[config.mk]
export PLATFORM = sky130hd
export DESIGN_NAME = pong_score_flat
export DESIGN_NICKNAME = d
export VERILOG_FILES = /design/src/rtl/pong_pkg.sv /design/src/rtl/pong_score_if.sv /design/src/rtl/pong_score_rise_detect.sv /design/src/rtl/pong_score.sv /design/src/flat_wrapper.sv
export SDC_FILE = /design/constraint.sdc
export NUM_CORES = 1
export LEC_CHECK = 0
export BUFFER_PORTS_ARGS = -buffer_cell sky130_fd_sc_hd__buf_2
export CAP_MARGIN = 30
export CORE_ASPECT_RATIO = 0.9
export CORE_MARGIN = 4
export CORE_UTILIZATION = 55
export DETAILED_ROUTE_END_ITERATION = 10
export MAX_ROUTING_LAYER = met4
export PLACE_DENSITY = 0.74
export SYNTH_ARGS = -nofsm -noshare
export SYNTH_HDL_FRONTEND = slang
export SYNTH_SLANG_ARGS = --single-unit
[constraint.sdc]
create_clock -name clk -period 5 [get_ports clk]
set_clock_uncertainty 0.15 [all_clocks]
set_input_delay 0.75 -clock clk [delete_from_list [all_inputs] [get_ports clk]]
set_output_delay 0.75 -clock clk [all_outputs]
set_load 0.05 [all_outputs]
[src/rtl/pong_pkg.sv]
// pong_pkg
// Shared definitions for the Pong datapath: match state encoding, winner
// codes, score width and the arena geometry used by the ball and paddle
// blocks, so scoring, motion and display all work from the same numbers.
// No ports; import with "import pong_pkg::*;".
package pong_pkg;

  // Match sequencer states, 2-bit encoding.
  typedef enum logic [1:0] {
    IDLE = 2'd0,
    PLAY = 2'd1,
    HOLD = 2'd2,
    OVER = 2'd3
  } state_t;

  // Winner codes as presented on the winner output.
  typedef enum logic [1:0] {
    W_NONE = 2'b00,
    W_P1   = 2'b01,
    W_P2   = 2'b10
  } winner_t;

  // Score width; the match ends at WIN_SCORE <= 15, so 4 bits never wrap.
  localparam int SCORE_W = 4;

  // Arena geometry in pixels, shared with the ball/bar blocks.
  localparam int ARENA_W    = 640;
  localparam int ARENA_H    = 480;
  localparam int BALL_SIZE  = 8;
  localparam int BAR_W      = 8;
  localparam int BAR_H      = 64;
  localparam int BAR_1_X    = 16;
  localparam int BAR_2_X    = ARENA_W - 16 - BAR_W;
  localparam int BALL_HOME_X = (ARENA_W - BALL_SIZE) / 2;
  localparam int BALL_HOME_Y = (ARENA_H - BALL_SIZE) / 2;

endpackage

[src/rtl/pong_score_if.sv]
// pong_score_if
// Bundles the scorekeeper's control inputs and score/status outputs.
//   start      : debounced start pulse (master -> slave)
//   point_1/2  : point levels from the ball block (master -> slave)
//   score_1/2  : per-player scores (slave -> master)
//   ball_hold  : park ball at centre while play is suspended
//   playing    : high only while the rally is live
//   game_over  : high only once the match is decided
//   winner     : 00 none, 01 player 1, 10 player 2
// The slave modport is used by pong_score; the master side is whoever
// drives the inputs and consumes the status (ball/display logic, or a bench).
interface pong_score_if;
  import pong_pkg::*;

  logic               start;
  logic               point_1;
  logic               point_2;
  logic [SCORE_W-1:0] score_1;
  logic [SCORE_W-1:0] score_2;
  logic               ball_hold;
  logic               playing;
  logic               game_over;
  logic [1:0]         winner;

  modport master (
    output start, point_1, point_2,
    input  score_1, score_2, ball_hold, playing, game_over, winner
  );

  modport slave (
    input  start, point_1, point_2,
    output score_1, score_2, ball_hold, playing, game_over, winner
  );

endinterface

[src/rtl/pong_score_rise_detect.sv]
// rise_detect
// One-bit rising-edge detector. The previous sample is registered; rise is
// high in the cycle where din is 1 and the previous sample was 0, so a level
// held for many cycles produces a single pulse.
//   clk   : system clock
//   reset : synchronous active-high, clears the history to 0
//   din   : level input
//   rise  : single-cycle pulse on a 0 -> 1 transition of din
module rise_detect (
  input  logic clk,
  input  logic reset,
  input  logic din,
  output logic rise
);

  logic prev;

  // History register updates every cycle regardless of the consumer's state,
  // so an edge that was ignored is never seen again later.
  always_ff @(posedge clk) begin
    if (reset) begin
      prev <= 1'b0;
    end else begin
      prev <= din;
    end
  end

  assign rise = din & ~prev;

endmodule

[src/rtl/pong_score.sv]
// pong_score
// Scorekeeper and match sequencer. Counts rising edges of point_1/point_2
// while the rally is live, pauses play for HOLD_CYCLES after each point and
// declares a winner when a score reaches WIN_SCORE.
//   clk   : system clock, rising edge
//   reset : synchronous active-high, returns to IDLE with zero scores
//   bus   : pong_score_if.slave (start, point_1/2 in; scores, status out)
// Parameters:
//   WIN_SCORE   : score that ends the match, 1..15
//   HOLD_CYCLES : post-point pause in clk cycles, >= 1
//   HOLD_W      : pause counter width, 2**HOLD_W > HOLD_CYCLES
// All outputs come straight from registers.
module pong_score
  import pong_pkg::*;
#(
  parameter int WIN_SCORE   = 9,
  parameter int HOLD_CYCLES = 50000000,
  parameter int HOLD_W      = 26
) (
  input  logic         clk,
  input  logic         reset,
  pong_score_if.slave  bus
);

  localparam logic [SCORE_W-1:0] WIN_VAL   = SCORE_W'(WIN_SCORE);
  localparam logic [HOLD_W-1:0]  HOLD_LAST = HOLD_W'(HOLD_CYCLES - 1);

  state_t             state;
  logic [SCORE_W-1:0] score_1_q;
  logic [SCORE_W-1:0] score_2_q;
  winner_t            winner_q;
  logic [HOLD_W-1:0]  hold_cnt;
  logic               ball_hold_q;
  logic               playing_q;
  logic               game_over_q;

  logic               rise_1;
  logic               rise_2;
  logic [SCORE_W-1:0] score_1_inc;
  logic [SCORE_W-1:0] score_2_inc;

  rise_detect u_rise_1 (
    .clk   (clk),
    .reset (reset),
    .din   (bus.point_1),
    .rise  (rise_1)
  );

  rise_detect u_rise_2 (
    .clk   (clk),
    .reset (reset),
    .din   (bus.point_2),
    .rise  (rise_2)
  );

  assign score_1_inc = score_1_q + SCORE_W'(1);
  assign score_2_inc = score_2_q + SCORE_W'(1);

  // Match FSM with registered outputs. Every transition writes the outputs
  // for the state being entered, so the status lines change on the same edge
  // as the state. Player 1 has priority when both edges land together; the
  // player 2 edge is simply dropped. The pause counter is loaded with 0 on
  // entry to HOLD and leaves on HOLD_CYCLES-1, giving exactly HOLD_CYCLES
  // cycles of pause.
  always_ff @(posedge clk) begin
    if (reset) begin
      state       <= IDLE;
      score_1_q   <= '0;
      score_2_q   <= '0;
      winner_q    <= W_NONE;
      hold_cnt    <= '0;
      ball_hold_q <= 1'b1;
      playing_q   <= 1'b0;
      game_over_q <= 1'b0;
    end else begin
      case (state)
        IDLE: begin
          if (bus.start) begin
            state       <= PLAY;
            ball_hold_q <= 1'b0;
            playing_q   <= 1'b1;
          end
        end

        PLAY: begin
          if (rise_1) begin
            score_1_q   <= score_1_inc;
            ball_hold_q <= 1'b1;
            playing_q   <= 1'b0;
            if (score_1_inc == WIN_VAL) begin
              state       <= OVER;
              winner_q    <= W_P1;
              game_over_q <= 1'b1;
            end else begin
              state    <= HOLD;
              hold_cnt <= '0;
            end
          end else if (rise_2) begin
            score_2_q   <= score_2_inc;
            ball_hold_q <= 1'b1;
            playing_q   <= 1'b0;
            if (score_2_inc == WIN_VAL) begin
              state       <= OVER;
              winner_q    <= W_P2;
              game_over_q <= 1'b1;
            end else begin
              state    <= HOLD;
              hold_cnt <= '0;
            end
          end
        end

        HOLD: begin
          if (hold_cnt == HOLD_LAST) begin
            state       <= PLAY;
            ball_hold_q <= 1'b0;
            playing_q   <= 1'b1;
          end else begin
            hold_cnt <= hold_cnt + HOLD_W'(1);
          end
        end

        OVER: begin
          if (bus.start) begin
            state       <= PLAY;
            score_1_q   <= '0;
            score_2_q   <= '0;
            winner_q    <= W_NONE;
            ball_hold_q <= 1'b0;
            playing_q   <= 1'b1;
            game_over_q <= 1'b0;
          end
        end

        default: begin
          state       <= IDLE;
          ball_hold_q <= 1'b1;
          playing_q   <= 1'b0;
          game_over_q <= 1'b0;
        end
      endcase
    end
  end

  assign bus.score_1   = score_1_q;
  assign bus.score_2   = score_2_q;
  assign bus.winner    = winner_q;
  assign bus.ball_hold = ball_hold_q;
  assign bus.playing   = playing_q;
  assign bus.game_over = game_over_q;

endmodule

[src/flat_wrapper.sv]
// flat-port wrapper written by rule: the top's interface ports become plain ports
module pong_score_flat import pong_pkg::*;
#(
  parameter int WIN_SCORE   = 9,
  parameter int HOLD_CYCLES = 50000000,
  parameter int HOLD_W      = 26
)
  (clk, reset, bus_start, bus_point_1, bus_point_2, bus_score_1, bus_score_2, bus_ball_hold, bus_playing, bus_game_over, bus_winner);
  pong_score_if bus_i ();
  input  logic clk;
  input  logic reset;
  input wire logic [$bits(bus_i.start)-1:0] bus_start;
  input wire logic [$bits(bus_i.point_1)-1:0] bus_point_1;
  input wire logic [$bits(bus_i.point_2)-1:0] bus_point_2;
  output wire logic [$bits(bus_i.score_1)-1:0] bus_score_1;
  output wire logic [$bits(bus_i.score_2)-1:0] bus_score_2;
  output wire logic [$bits(bus_i.ball_hold)-1:0] bus_ball_hold;
  output wire logic [$bits(bus_i.playing)-1:0] bus_playing;
  output wire logic [$bits(bus_i.game_over)-1:0] bus_game_over;
  output wire logic [$bits(bus_i.winner)-1:0] bus_winner;
  assign bus_i.start = bus_start;
  assign bus_i.point_1 = bus_point_1;
  assign bus_i.point_2 = bus_point_2;
  assign bus_score_1 = bus_i.score_1;
  assign bus_score_2 = bus_i.score_2;
  assign bus_ball_hold = bus_i.ball_hold;
  assign bus_playing = bus_i.playing;
  assign bus_game_over = bus_i.game_over;
  assign bus_winner = bus_i.winner;
  pong_score #(.WIN_SCORE(WIN_SCORE), .HOLD_CYCLES(HOLD_CYCLES), .HOLD_W(HOLD_W)) u_core (.clk(clk), .reset(reset), .bus(bus_i));
endmodule
After elaboration in Yosys (flattened, before gate mapping)
Cells that the tools add are included.
{ "classes": {"bitwise_logic": 4, "reduce_logical": 9, "eq_ne": 18, "mux": 40, "n_addsub": 3} }
{ "ops": {"columns": ["cell", "n"], "rows": [
  ["two-way mux 26 bit", 5],
  ["one-hot mux 26 bit (2 select lines)", 1],
  ["adder 26 x 1 -> 26 bit (second input constant)", 1],
  ["equality test 26 bit (second input constant)", 1],
  ["two-way mux 2 bit", 9],
  ["two-way mux 4 bit", 4],
  ["one-hot mux 4 bit (2 select lines)", 2],
  ["two-way mux 1 bit", 14],
  ["AND reduction 5 bit", 2],
  ["adder 4 x 1 -> 4 bit (second input constant)", 2],
  ["equality test 4 bit (second input constant)", 2],
  ["!= test 2 x 1 -> 1 bit (second input constant)", 4],
  ["!= test 2 bit (second input constant)", 3],
  ["!= test 3 x 1 -> 1 bit (second input constant)", 2],
  ["!= test 3 bit (second input constant)", 2],
  ["one-hot mux 1 bit (3 select lines)", 2],
  ["one-hot mux 2 bit (3 select lines)", 1],
  ["AND reduction 3 bit", 2],
  ["equality test 2 bit (second input constant)", 2],
  ["one-hot mux 2 bit (2 select lines)", 1],
  ["AND reduction 4 bit", 1],
  ["nonzero test 2 bit", 2],
  ["!= test 3 x 2 -> 1 bit (second input constant)", 1],
  ["AND 1 bit", 2],
  ["5 further kinds", 6]
]} }
{ "totals": {"elab_cells": 84, "out_inout_bits": 13, "reg_bits": 43, "inputBits": 5} }

Logic depth before layout (Yosys ltp)
Gate-level depths: netlist of the first run.
{ "logic_depth": {"word_depth": 6, "ltp_mapped": 9, "depth_no_buf": 8} }

Cells and area by module
Synthesis of the first run repeated with hierarchy kept, for this count alone.
{ "unflattened": {"cells_unflattened": 300, "hier_area_um2": 2499.9} }
{ "by_module_without_submodules": {"columns": ["module", "cells_per_inst", "seq_area_each_um2", "area_per_inst_um2", "n_inst"], "rows": [
  ["pong_score", 294, 820.8, 2404.8, 1],
  ["rise_detect", 3, 20.0, 47.5, 2]
]} }

Least setup slack after synthesis of the first run
OpenSTA, ideal clock, no wires.
{ "synth_path": {"kind": "reg-to-reg", "from": "reg u_core.score_2_q[0], in the netlist u_core.bus.score_2[0]", "to": "reg u_core.winner_q[1], in the netlist u_core.bus.winner[1]", "stages_incl_launch_ff": 8, "arrival_ps": 2168, "path_slack_ps": 2612, "n_path_buf": 0, "path_cell_list": "dfxtp_1 > ha_1 > xnor2_1 > nand3_1 > o22a_1 > a211o_1 > or3_1 > a21oi_1"} }
{ "synth_between": {"elab_chain_len": 4} }
{ "synth_lines": {"columns": ["item", "line_no", "rtl"], "rows": [
  ["from (decl)", "pong_score.sv:30", "logic [SCORE_W-1:0] score_2_q;"],
  ["from (signal assigned)", "pong_score.sv:99", "score_2_q <= score_2_inc;"],
  ["adder 4 x 1 -> 4 bit", "pong_score.sv:57", "assign score_2_inc = score_2_q + SCORE_W'(1);"],
  ["equality test 4 bit", "pong_score.sv:102", "if (score_2_inc == WIN_VAL) begin"],
  ["!= test 3 x 1 -> 1 bit (no source line)", null, null],
  ["AND reduction 5 bit (no source line)", null, null],
  ["to (signal assigned)", "pong_score.sv:70", "winner_q <= W_NONE;"],
  ["to (signal assigned)", "pong_score.sv:104", "winner_q <= W_P2;"],
  ["to (signal assigned)", "pong_score.sv:128", "winner_q <= W_NONE;"],
  ["to (decl)", "pong_score.sv:31", "winner_t winner_q;"]
]} }
Every way passes these cells.
A chain may end at the register's enable or synchronous reset.

Final worst setup path of the first run
{ "layout_path": {"from": "reg u_core.state[0]", "to": "reg u_core.hold_cnt[5]"} }
{ "layout_between": {"elab_chain_len": 3} }
{ "layout_lines": {"columns": ["item", "line_no", "rtl"], "rows": [
  ["from (decl)", "pong_score.sv:28", "state_t state;"],
  ["from (signal assigned)", "pong_score.sv:67", "state <= IDLE;"],
  ["from (signal assigned)", "pong_score.sv:79", "state <= PLAY;"],
  ["from (signal assigned)", "pong_score.sv:91", "state <= OVER;"],
  ["equality test 2 x 1 -> 1 bit or equality test 2 bit (tied branches)", "pong_score.sv:76", "case (state)"],
  ["!= test 3 bit (no source line), or another cell as far along", null, null],
  ["AND reduction 5 bit (no source line)", null, null],
  ["to (signal assigned)", "pong_score.sv:119", "hold_cnt <= hold_cnt + HOLD_W'(1);"],
  ["to (decl)", "pong_score.sv:32", "logic [HOLD_W-1:0] hold_cnt;"]
]} }
Parallel ways exist; a longest one is shown, timed or not.

==> results.toml, run 1 <==
[route]
first_pass_iters = 4
vias = 2274
drc = 0
drtAntennaViolNets = 0
via_per_inst = 6.13
wl_um = 5560
wire_per_inst_um = 15.0
drtIter0Drc = 302

[power]
peakVddDrop_uv = 307
fin_total_pwr_w = 0.00124
power_frac_seq_pct = 33.1
combPwrFrac_pct = 41.3
clock_power_share_pct = 25.6
cellLeakagePower_nw = 0.952
swShare_pct = 41.3
switchingPower_w = 0.000513
powerDensity_nw_per_um2 = 465
p_int_w = 0.000730

[sta]
finalHoldViolations = 0
relSlewSlack_pct = 44.7
slew_violations = 0
fin_crit_sh_pct = 53.7
tns_ns = 0
fmax_ghz = 0.373
worst_slew_pin_slew_ns = 0.829
rsz0062_at_grt = "no"
setup_violations = 0
fin_crit_ns = 2.68
setup_slack_ns = 2.32

[worst_hold_path]
min_path_type = "flip-flop to flip-flop"
hold_depth = 2
min_from = "u_core.bus.winner[1]"
hold_path_end = "u_core.bus.winner[1]"

[grt]
grt_usage_pct = 21.5
grt_max_degree = 44
grt_overflow_total = 0
grt_pass1_vias = 1993
grt_pass1_wl_um = 9470
antenna_found_initial = 0

[setup_path]
cp-end-kind = "flip-flop"
critical_path_class = "flip-flop to flip-flop"
crit_family = "compound AO/OA/AOI/OAI gates"
cp.required_ns = 5.05
reg2reg_depth = 7
ff2ff_setup_slack_ns = 2.32
path_max_fanout = 12
critPathLaunchType = "flip-flop"
cp.arrival_ns = 2.74
path_buf_inv = 1
cp_cell_sequence = "inv_1 -> ha_1 -> a31oi_2 -> o221ai_2 -> nor3_1 -> a31oi_1 -> a311oi_1"
reg2reg_from = "u_core.state[0]"
reg2reg_to = "u_core.hold_cnt[5]"
slowest_delay_ns = 0.65
cp_slowest_cell = "nor3_1"

[synth]
netlist_area_um2 = 2440
synth-edff-count = 0
ys_warn_count = 0
seq_area_frac_synth_pct = 35.3
synth_seq_cells = 43
synthArstFlopShare_pct = 0
synth_cell_type_count = 56
syn_nets = 313
syn_inst = 299
synth-main-ff-cell = "dfxtp_1"
avgSynthCellArea_um2 = 8.16

[die]
core_area_um2 = 4180
initial_utilization_pct = 58.3
die_w_um = 78.2
dieArea_um2 = 5570
ioPinCount = 18
die_h_um = 71.2
fp-row-count = 22

[clock_tree]
clk_pin_slew_ns = 0.08
cts_resized = 0
clock_latency_ns = 0.29
post_cts_buffers = 0
cts_tree = "done"
cts_hold_buffers = 0
cts_sinks = 43
ctsHtreeMaxLevel = 2
cts_made_buffers = 5
cts_root_buf = "clkbuf_8"
clockBufferDepth = 2

[job]
max_cap_viol_count = 0

[place]
gp_congestion = 0.881
place_inst = 363
port_buffers = 17
post-place-ws_ns = 2.07
hpwl_um = 3890

[cells_and_area]
drive_gt1_share_pct = 11.6
diodes = 0
nNetsFinal = 324
instances_no_fill = 371
fillerInstances = 387
area_growth_pct = 9.59

[outcome]
status = "finished clean"
==> layout by cell type, fill, tap and decap left out, types with 4 or more instances in the layout <==
cell type / netlist / final
and3_1: 7 / 7
nor2b_1: 4 / 4
nor3_1: 13 / 13
clkbuf_8: 0 / 5
or3_1: 7 / 7
a21o_1: 4 / 4
nand2_1: 22 / 22
buf_2: 2 / 17
o21ai_0: 16 / 16
nand4_1: 11 / 11
nor2_1: 23 / 23
a31oi_1: 7 / 7
mux2i_1: 4 / 4
a21oi_1: 22 / 22
ha_1: 9 / 9
a221o_1: 4 / 4
dfxtp_1: 43 / 43
nand3_1: 18 / 18
inv_1: 14 / 14
==> registers in the layout, indices dropped and copies added (netlist names) <==
name	flops
u_core.bus.score_2	4
u_core.bus.ball_hold	1
u_core.bus.winner	2
u_core.hold_cnt	26
u_core.bus.score_1	4
u_core.bus.game_over	1
u_core.bus.playing	1
u_core.u_rise_2.prev	1
u_core.state	2
u_core.u_rise_1.prev	1
==> cell families after synthesis <==
| logic type | Yosys count | synth area share [%] |
|---|---|---|
| compound gates | 81 | 22.8 |
| mux | 4 | 1.64 |
| buf+inv | 27 | 4.56 |
| simple gates | 131 | 29.7 |
| flops | 43 | 35.3 |
| xor+xnor | 4 | 1.44 |
| fa+ha+maj | 9 | 4.61 |
==> how the worst max path moves through the flow <==
stage | depth (start not counted) | from | slack, ns | end
after global placement | 7 | bus_point_1 | 2.19 | u_core.hold_cnt[5]
after detailed placement | 7 | bus_point_1 | 2.07 | u_core.hold_cnt[5]
after floorplan | 7 | u_core.bus.score_2[0] | 2.61 | u_core.bus.winner[1]
after CTS | 7 | u_core.state[0] | 2.37 | u_core.hold_cnt[5]
after global routing | 6 | u_core.state[0] | 2.15 | u_core.hold_cnt[4]
final | 7 | u_core.state[0] | 2.32 | u_core.hold_cnt[5]
==> routing by layer <==
| layer | global-route usage, % | vias up | wire [µm] |
|---|---|---|---|
| met5 | - | - | 0 |
| met4 | 8.35 | 0 | 108 |
| met3 | 4.33 | 11 | 378 |
| met2 | 28.1 | 75 | 2240 |
| met1 | 31.8 | 1041 | 2830 |
| li1 | - | 1147 | - |
==> final cells by class <==
type / instances / area [µm²] / share of cell area, %
inverter: 14 / 52.6 / 1.96
timing repair buffer: 17 / 85.1 / 3.18
clock inverter: 2 / 60.1 / 2.25
sequential: 43 / 861 / 32.2
multi-input combinational: 229 / 1470 / 54.9
clock buffer: 6 / 72.6 / 2.71
tap: 60 / 75.1 / 2.81
==> power by group through the flow <==
stage                     Sequential, W  Combinational (W)  Clock, W
final                          0.000412           0.000513  0.000318
after global routing           0.000419           0.000565  0.000338
after CTS                      0.000412           0.000510  0.000325
after detailed placement       0.000420           0.000509         0
after global placement         0.000419           0.000503         0
after floorplan                0.000512           0.000310         0
==> per-stage QoR <==
step / hold slack, ns / utilization, % / area, µm²
final: 0.306 / 63.9 / 2680
after global routing: 0.335 / 63.9 / 2680
after CTS: 0.307 / 63.9 / 2680
after detailed placement: 0.297 / 60.8 / 2540
after global placement: 0.292 / 60.8 / 2540
after floorplan: 0.325 / - / 2440
==> cells in the mapped netlist, types with 3 or more instances <==
library cell | instances | area, µm²
nand2_1 | 22 | 82.6
and3_1 | 7 | 43.8
o21a_1 | 3 | 22.5
nand3b_1 | 3 | 22.5
a311oi_1 | 3 | 26.3
nor2b_1 | 4 | 25.0
or3_1 | 7 | 43.8
dfxtp_1 | 43 | 861
nand4_1 | 11 | 68.8
nor3_1 | 13 | 65.1
o21ai_0 | 16 | 80.1
ha_1 | 9 | 113
mux2i_1 | 4 | 40.0
a21o_1 | 4 | 30.0
a21oi_1 | 22 | 110
clkbuf_1 | 8 | 30.0
inv_1 | 14 | 52.6
nand3_1 | 18 | 90.1
nor2_1 | 23 | 86.3
or4_1 | 3 | 22.5
nor4_1 | 3 | 18.8
a221o_1 | 4 | 40.0
a31oi_1 | 7 | 43.8
==> worst register-to-register path, delay by kind of cell (launching register included) <==
kind	cells	cell delay [ns]
AO/OA/AOI/OAI	4	0.98
adder cells (fa/ha/maj)	1	0.33
buffers and inverters	1	0.08
flip-flops	1	0.40
AND/OR/NAND/NOR	1	0.65
Note: power is estimated with default switching activity, not from simulation.
==> inputs of run 2 (changes only) <==
--- a/config.mk
+++ b/config.mk
@@ -9,10 +9,10 @@
 export CAP_MARGIN = 30
 export CORE_ASPECT_RATIO = 0.9
 export CORE_MARGIN = 4
-export CORE_UTILIZATION = 55
+export CORE_UTILIZATION = 54
 export DETAILED_ROUTE_END_ITERATION = 10
 export MAX_ROUTING_LAYER = met4
-export PLACE_DENSITY = 0.74
+export PLACE_DENSITY = 0.76
 export SYNTH_ARGS = -nofsm -noshare
 export SYNTH_HDL_FRONTEND = slang
 export SYNTH_SLANG_ARGS = --single-unit
==> constraint.sdc (replaced) <==
create_clock -name clk -period 2.4 [get_ports clk]
set_clock_uncertainty 0.15 [all_clocks]
set_input_delay 0.36 -clock clk [delete_from_list [all_inputs] [get_ports clk]]
set_output_delay 0.36 -clock clk [all_outputs]
set_load 0.05 [all_outputs]
==> results.toml, run 2 (synthesis gave the netlist of run 1 again) <==
[clock_tree]
ctsHtreeMaxLevel = 2
clock_latency_ns = 0.29
cts_sinks = 43
clk_pin_slew_ns = 0.08
cts_tree = "done"
clockBufferDepth = 2
cts_hold_buffers = 0
cts_made_buffers = 5
cts_root_buf = "clkbuf_8"

[sta]
tns_ns = 0
fin_crit_sh_pct = 96.6
setup_violations = 0
relSlewSlack_pct = 66.6
worst_slew_pin_slew_ns = 0.500
slew_violations = 0
fin_crit_ns = 2.32
rsz0062_at_grt = "yes"
fmax_ghz = 0.431
setup_slack_ns = 0.0816
finalHoldViolations = 0

[cells_and_area]
drive_gt1_share_pct = 19.5
fillerInstances = 359
fin_util_pct = 66.9
area_growth_pct = 15.5
diodes = 0
largest_register = "u_core.hold_cnt"
layout_common_cells = "dfxtp_1, a21oi_1, buf_4"
largest_reg_flops = 26
layout_commonest_cell = "dfxtp_1"
instances_no_fill = 393
nNetsFinal = 346

[grt]
grt_max_degree = 43
grt_pass1_wl_um = 10700
antenna_found_initial = 0
grt_overflow_total = 0
grt_pass1_vias = 2266
grt_usage_pct = 24.2

[route]
via_per_inst = 6.36
drc = 0
vias = 2498
drtAntennaViolNets = 0
drtIter0Drc = 305
first_pass_iters = 6
wire_per_inst_um = 16.6
wl_um = 6520

[setup_path]
cp.arrival_ns = 2.36
reg2reg_from = "u_core.hold_cnt[4]"
cp.required_ns = 2.44
cp-end-kind = "flip-flop"
path_max_fanout = 8
critPathLaunchType = "flip-flop"
critical_path_class = "flip-flop to flip-flop"
ff2ff_setup_slack_ns = 0.08
startpoint = "u_core.hold_cnt[4]"

[worst_hold_path]
min_from = "bus_point_2"
min_path_type = "input port to flip-flop"

[die]
dieArea_um2 = 5660
fp-row-count = 22
core_area_um2 = 4210
die_w_um = 78.9
die_h_um = 71.8
ioPinCount = 18
initial_utilization_pct = 58.0

[place]
gp_congestion = 0.933
post-place-ws_ns = 0.103
hpwl_um = 4480
place_inst = 384
port_buffers = 17

[power]
fin_total_pwr_w = 0.00250
powerDensity_nw_per_um2 = 888
peakVddDrop_uv = 725
cellLeakagePower_nw = 1.04

[outcome]
status = "finished clean"

[job]
max_cap_viol_count = 0
==> run 2: area by class of cell <==
cell class | count | area (µm²) | area share, %
Multi-Input combinational cell | 229 | 1500 | 53.1
Sequential cell | 43 | 863 | 30.6
Timing Repair Buffer | 39 | 250 | 8.88
Clock buffer | 7 | 76.3 | 2.71
Tap cell | 60 | 75.1 | 2.66
Inverter | 14 | 52.6 | 1.86
Clock inverter | 1 | 5.00 | 0.178
==> run 2: routing by layer <==
| metal | GRT usage [%] | wire (µm) |
|---|---|---|
| met4 | 8.97 | 125 |
| met1 | 34.8 | 3030 |
| met2 | 33.6 | 2880 |
| met5 | - | 0 |
| met3 | 4.52 | 484 |
==> run 2: path summary, 6_finish.rpt <==
check,endpoint,cells past startpoint
setup / recovery,u_core.hold_cnt[22],6
hold / removal,u_core.u_rise_2.prev,2
setup reg to reg,u_core.hold_cnt[22],6
hold reg to reg,u_core.bus.winner[1],2
==> run 2: report_power, final <==
part	switching (W)	leakage, nW	internal, W
Clock	0.000241	0.0422	0.000204
Combinational	0.000800	0.648	0.000397
Sequential	0.0000682	0.349	0.000793
==> run 2: what timing repair did <==
action,4_1_cts,5_1_grt
setup endpoints to repair,0,12
hold endpoints to repair,0,0
resized for setup,0,9
buffers inserted,0,1
==> run 2: metrics by stage <==
step | area [µm²] | hold slack, ns
2_1_floorplan | 2440 | 0.325
3_3_place_gp | 2700 | 0.286
3_5_place_dp | 2700 | 0.293
4_1_cts | 2780 | 0.158
5_1_grt | 2820 | 0.190
6_report | 2820 | 0.161
==> run 2: critical path, cell delays in order, from the launching register on <==
cell	delay (ns)
dfxtp_1	0.45
nand3_1	0.31
nand3b_1	0.31
o2111ai_1	0.32
nor2_1	0.20
and3_1	0.21
a211o_1	0.25
==> inputs of run 3 (changes only) <==
--- a/config.mk
+++ b/config.mk
@@ -5,14 +5,15 @@
 export SDC_FILE = /design/constraint.sdc
 export NUM_CORES = 1
 export LEC_CHECK = 0
-export BUFFER_PORTS_ARGS = -buffer_cell sky130_fd_sc_hd__buf_2
 export CAP_MARGIN = 30
 export CORE_ASPECT_RATIO = 0.9
 export CORE_MARGIN = 4
-export CORE_UTILIZATION = 54
+export CORE_UTILIZATION = 55
+export CTS_CLUSTER_DIAMETER = 150
 export DETAILED_ROUTE_END_ITERATION = 10
+export DONT_BUFFER_PORTS = 1
 export MAX_ROUTING_LAYER = met4
-export PLACE_DENSITY = 0.76
+export PLACE_DENSITY = 0.73
 export SYNTH_ARGS = -nofsm -noshare
 export SYNTH_HDL_FRONTEND = slang
 export SYNTH_SLANG_ARGS = --single-unit
==> results.toml, run 3 (synthesis gave the netlist of run 1 again) <==
[outcome]
status = "finished clean"

[route]
drc = 0
drtIter0Drc = 426
wire_per_inst_um = 16.5
drtAntennaViolNets = 0
via_per_inst = 6.39
first_pass_iters = 5
wl_um = 6500
vias = 2513

[clock_tree]
cts_root_buf = "clkbuf_8"
clock_latency_ns = 0.29
cts_made_buffers = 5
cts_tree = "done"
clk_pin_slew_ns = 0.08
ctsHtreeMaxLevel = 2
clockBufferDepth = 2
cts_sinks = 43

[cells_and_area]
largest_reg_flops = 26
nNetsFinal = 348
layout_commonest_cell = "dfxtp_1"
fillerInstances = 377
fin_area_um2 = 2890
area_growth_pct = 18.6
layout_common_cells = "dfxtp_1, buf_4, nor2_1"
diodes = 0
drive_gt1_share_pct = 19.2
largest_register = "u_core.hold_cnt"

[die]
ioPinCount = 18
dieArea_um2 = 5570
die_w_um = 78.2
fp-row-count = 22
die_h_um = 71.2
initial_utilization_pct = 58.3
core_area_um2 = 4180

[power]
cellLeakagePower_nw = 1.05
peakVddDrop_uv = 697
power_frac_seq_pct = 37.6
switchingPower_w = 0.00114
clock_power_share_pct = 16.5
p_int_w = 0.00147
swShare_pct = 43.6
combPwrFrac_pct = 45.9
powerDensity_nw_per_um2 = 899

[sta]
slew_violations = 0
fmax_ghz = 0.425
fin_crit_ns = 2.35
worst_slew_pin_slew_ns = 0.922
setup_violations = 0
fin_crit_sh_pct = 98.1
setup_slack_ns = 0.0459
relSlewSlack_pct = 38.4
finalHoldViolations = 0

[grt]
grt_pass1_vias = 2297
grt_pass1_wl_um = 10900
busiest_layer = "met2"
grtUsageMet1_pct = 34.0
grt_overflow_total = 0
met3_usage_pct = 5.09
grt_max_degree = 23
antenna_found_initial = 0
grt.met2_usage_pct = 37.7
grt_usage_pct = 25.0

[setup_path]
critPathLaunchType = "flip-flop"
critical_path_class = "flip-flop to flip-flop"
reg2reg_depth = 7
cp.arrival_ns = 2.38
cp.required_ns = 2.43
cp-end-kind = "flip-flop"
path_max_fanout = 7

[job]
max_cap_viol_count = 0

[place]
post-place-ws_ns = -0.0548
hpwl_um = 4520
gp_congestion = 0.878
place_area_um2 = 2720
port_buffers = 0

[worst_hold_path]
hold_depth = 1
min_path_type = "input port to flip-flop"
-- run 3: final timing paths --
kind	start	to	slack (ns)
setup / recovery	u_core.hold_cnt[8]	u_core.hold_cnt[25]	0.05
hold / removal	reset	u_core.hold_cnt[3]	0.02
setup reg to reg	u_core.hold_cnt[8]	u_core.hold_cnt[25]	0.05
hold reg to reg	u_core.hold_cnt[6]	u_core.hold_cnt[6]	0.37
-- run 3: critical path, cell delays in order, from the launching register on --
cell and delay, ns:
dfxtp_1 0.39, or4b_1 0.55, nor4_2 0.30, nand4_1 0.24, nand3_2 0.17, buf_4 0.14
nor3_1 0.05, a221o_1 0.26
-- run 3: metrics by stage --
step	power, W	utilization (%)	hold WS (ns)	TNS [ns]	cells
floorplan	0.00171	-	0.325	0	299
global placement	0.00208	65.0	0.285	-0.0537	381
detailed placement	0.00210	65.0	0.286	-0.0615	381
CTS	0.00255	68.1	0.0175	0	392
global route	0.00274	69.2	0.0182	-0.0189	393
finish	0.00260	69.2	0.0245	0	393
-- run 3: routing by layer --
| metal | vias up | part of all wire [%] |
|---|---|---|
| li1 | 1191 | - |
| met1 | 1178 | 46 |
| met2 | 123 | 43 |
| met3 | 21 | 9.0 |
| met4 | 0 | 1.9 |
| met5 | - | 0 |
-- run 3: area by class of cell --
| cell class | count | area [µm²] | share of cell area (%) |
|---|---|---|---|
| Multi-Input combinational cell | 230 | 1520 | 52.4 |
| Sequential cell | 43 | 863 | 29.8 |
| Timing Repair Buffer | 40 | 313 | 10.8 |
| Tap cell | 60 | 75.1 | 2.59 |
| Clock buffer | 6 | 72.6 | 2.51 |
| Inverter | 14 | 52.6 | 1.82 |
-- run 3: timing repair --
item	in CTS	in global routing
setup buffers	0	0
hold buffers	5	0
resized for setup	2	10
endpoints found under the setup margin	2	12
gates cloned	0	1
hold endpoints to repair	26	0
-- run 3: power by group through the flow --
| stage | combinational, W | clock (W) | sequential [W] |
|---|---|---|---|
| after global placement | 0.00109 | 0 | 0.000989 |
| after global routing | 0.00129 | 0.000465 | 0.000990 |
| after floorplan | 0.000646 | 0 | 0.00107 |
| after detailed placement | 0.00110 | 0 | 0.000996 |
| final | 0.00119 | 0.000430 | 0.000978 |
| after CTS | 0.00114 | 0.000432 | 0.000979 |
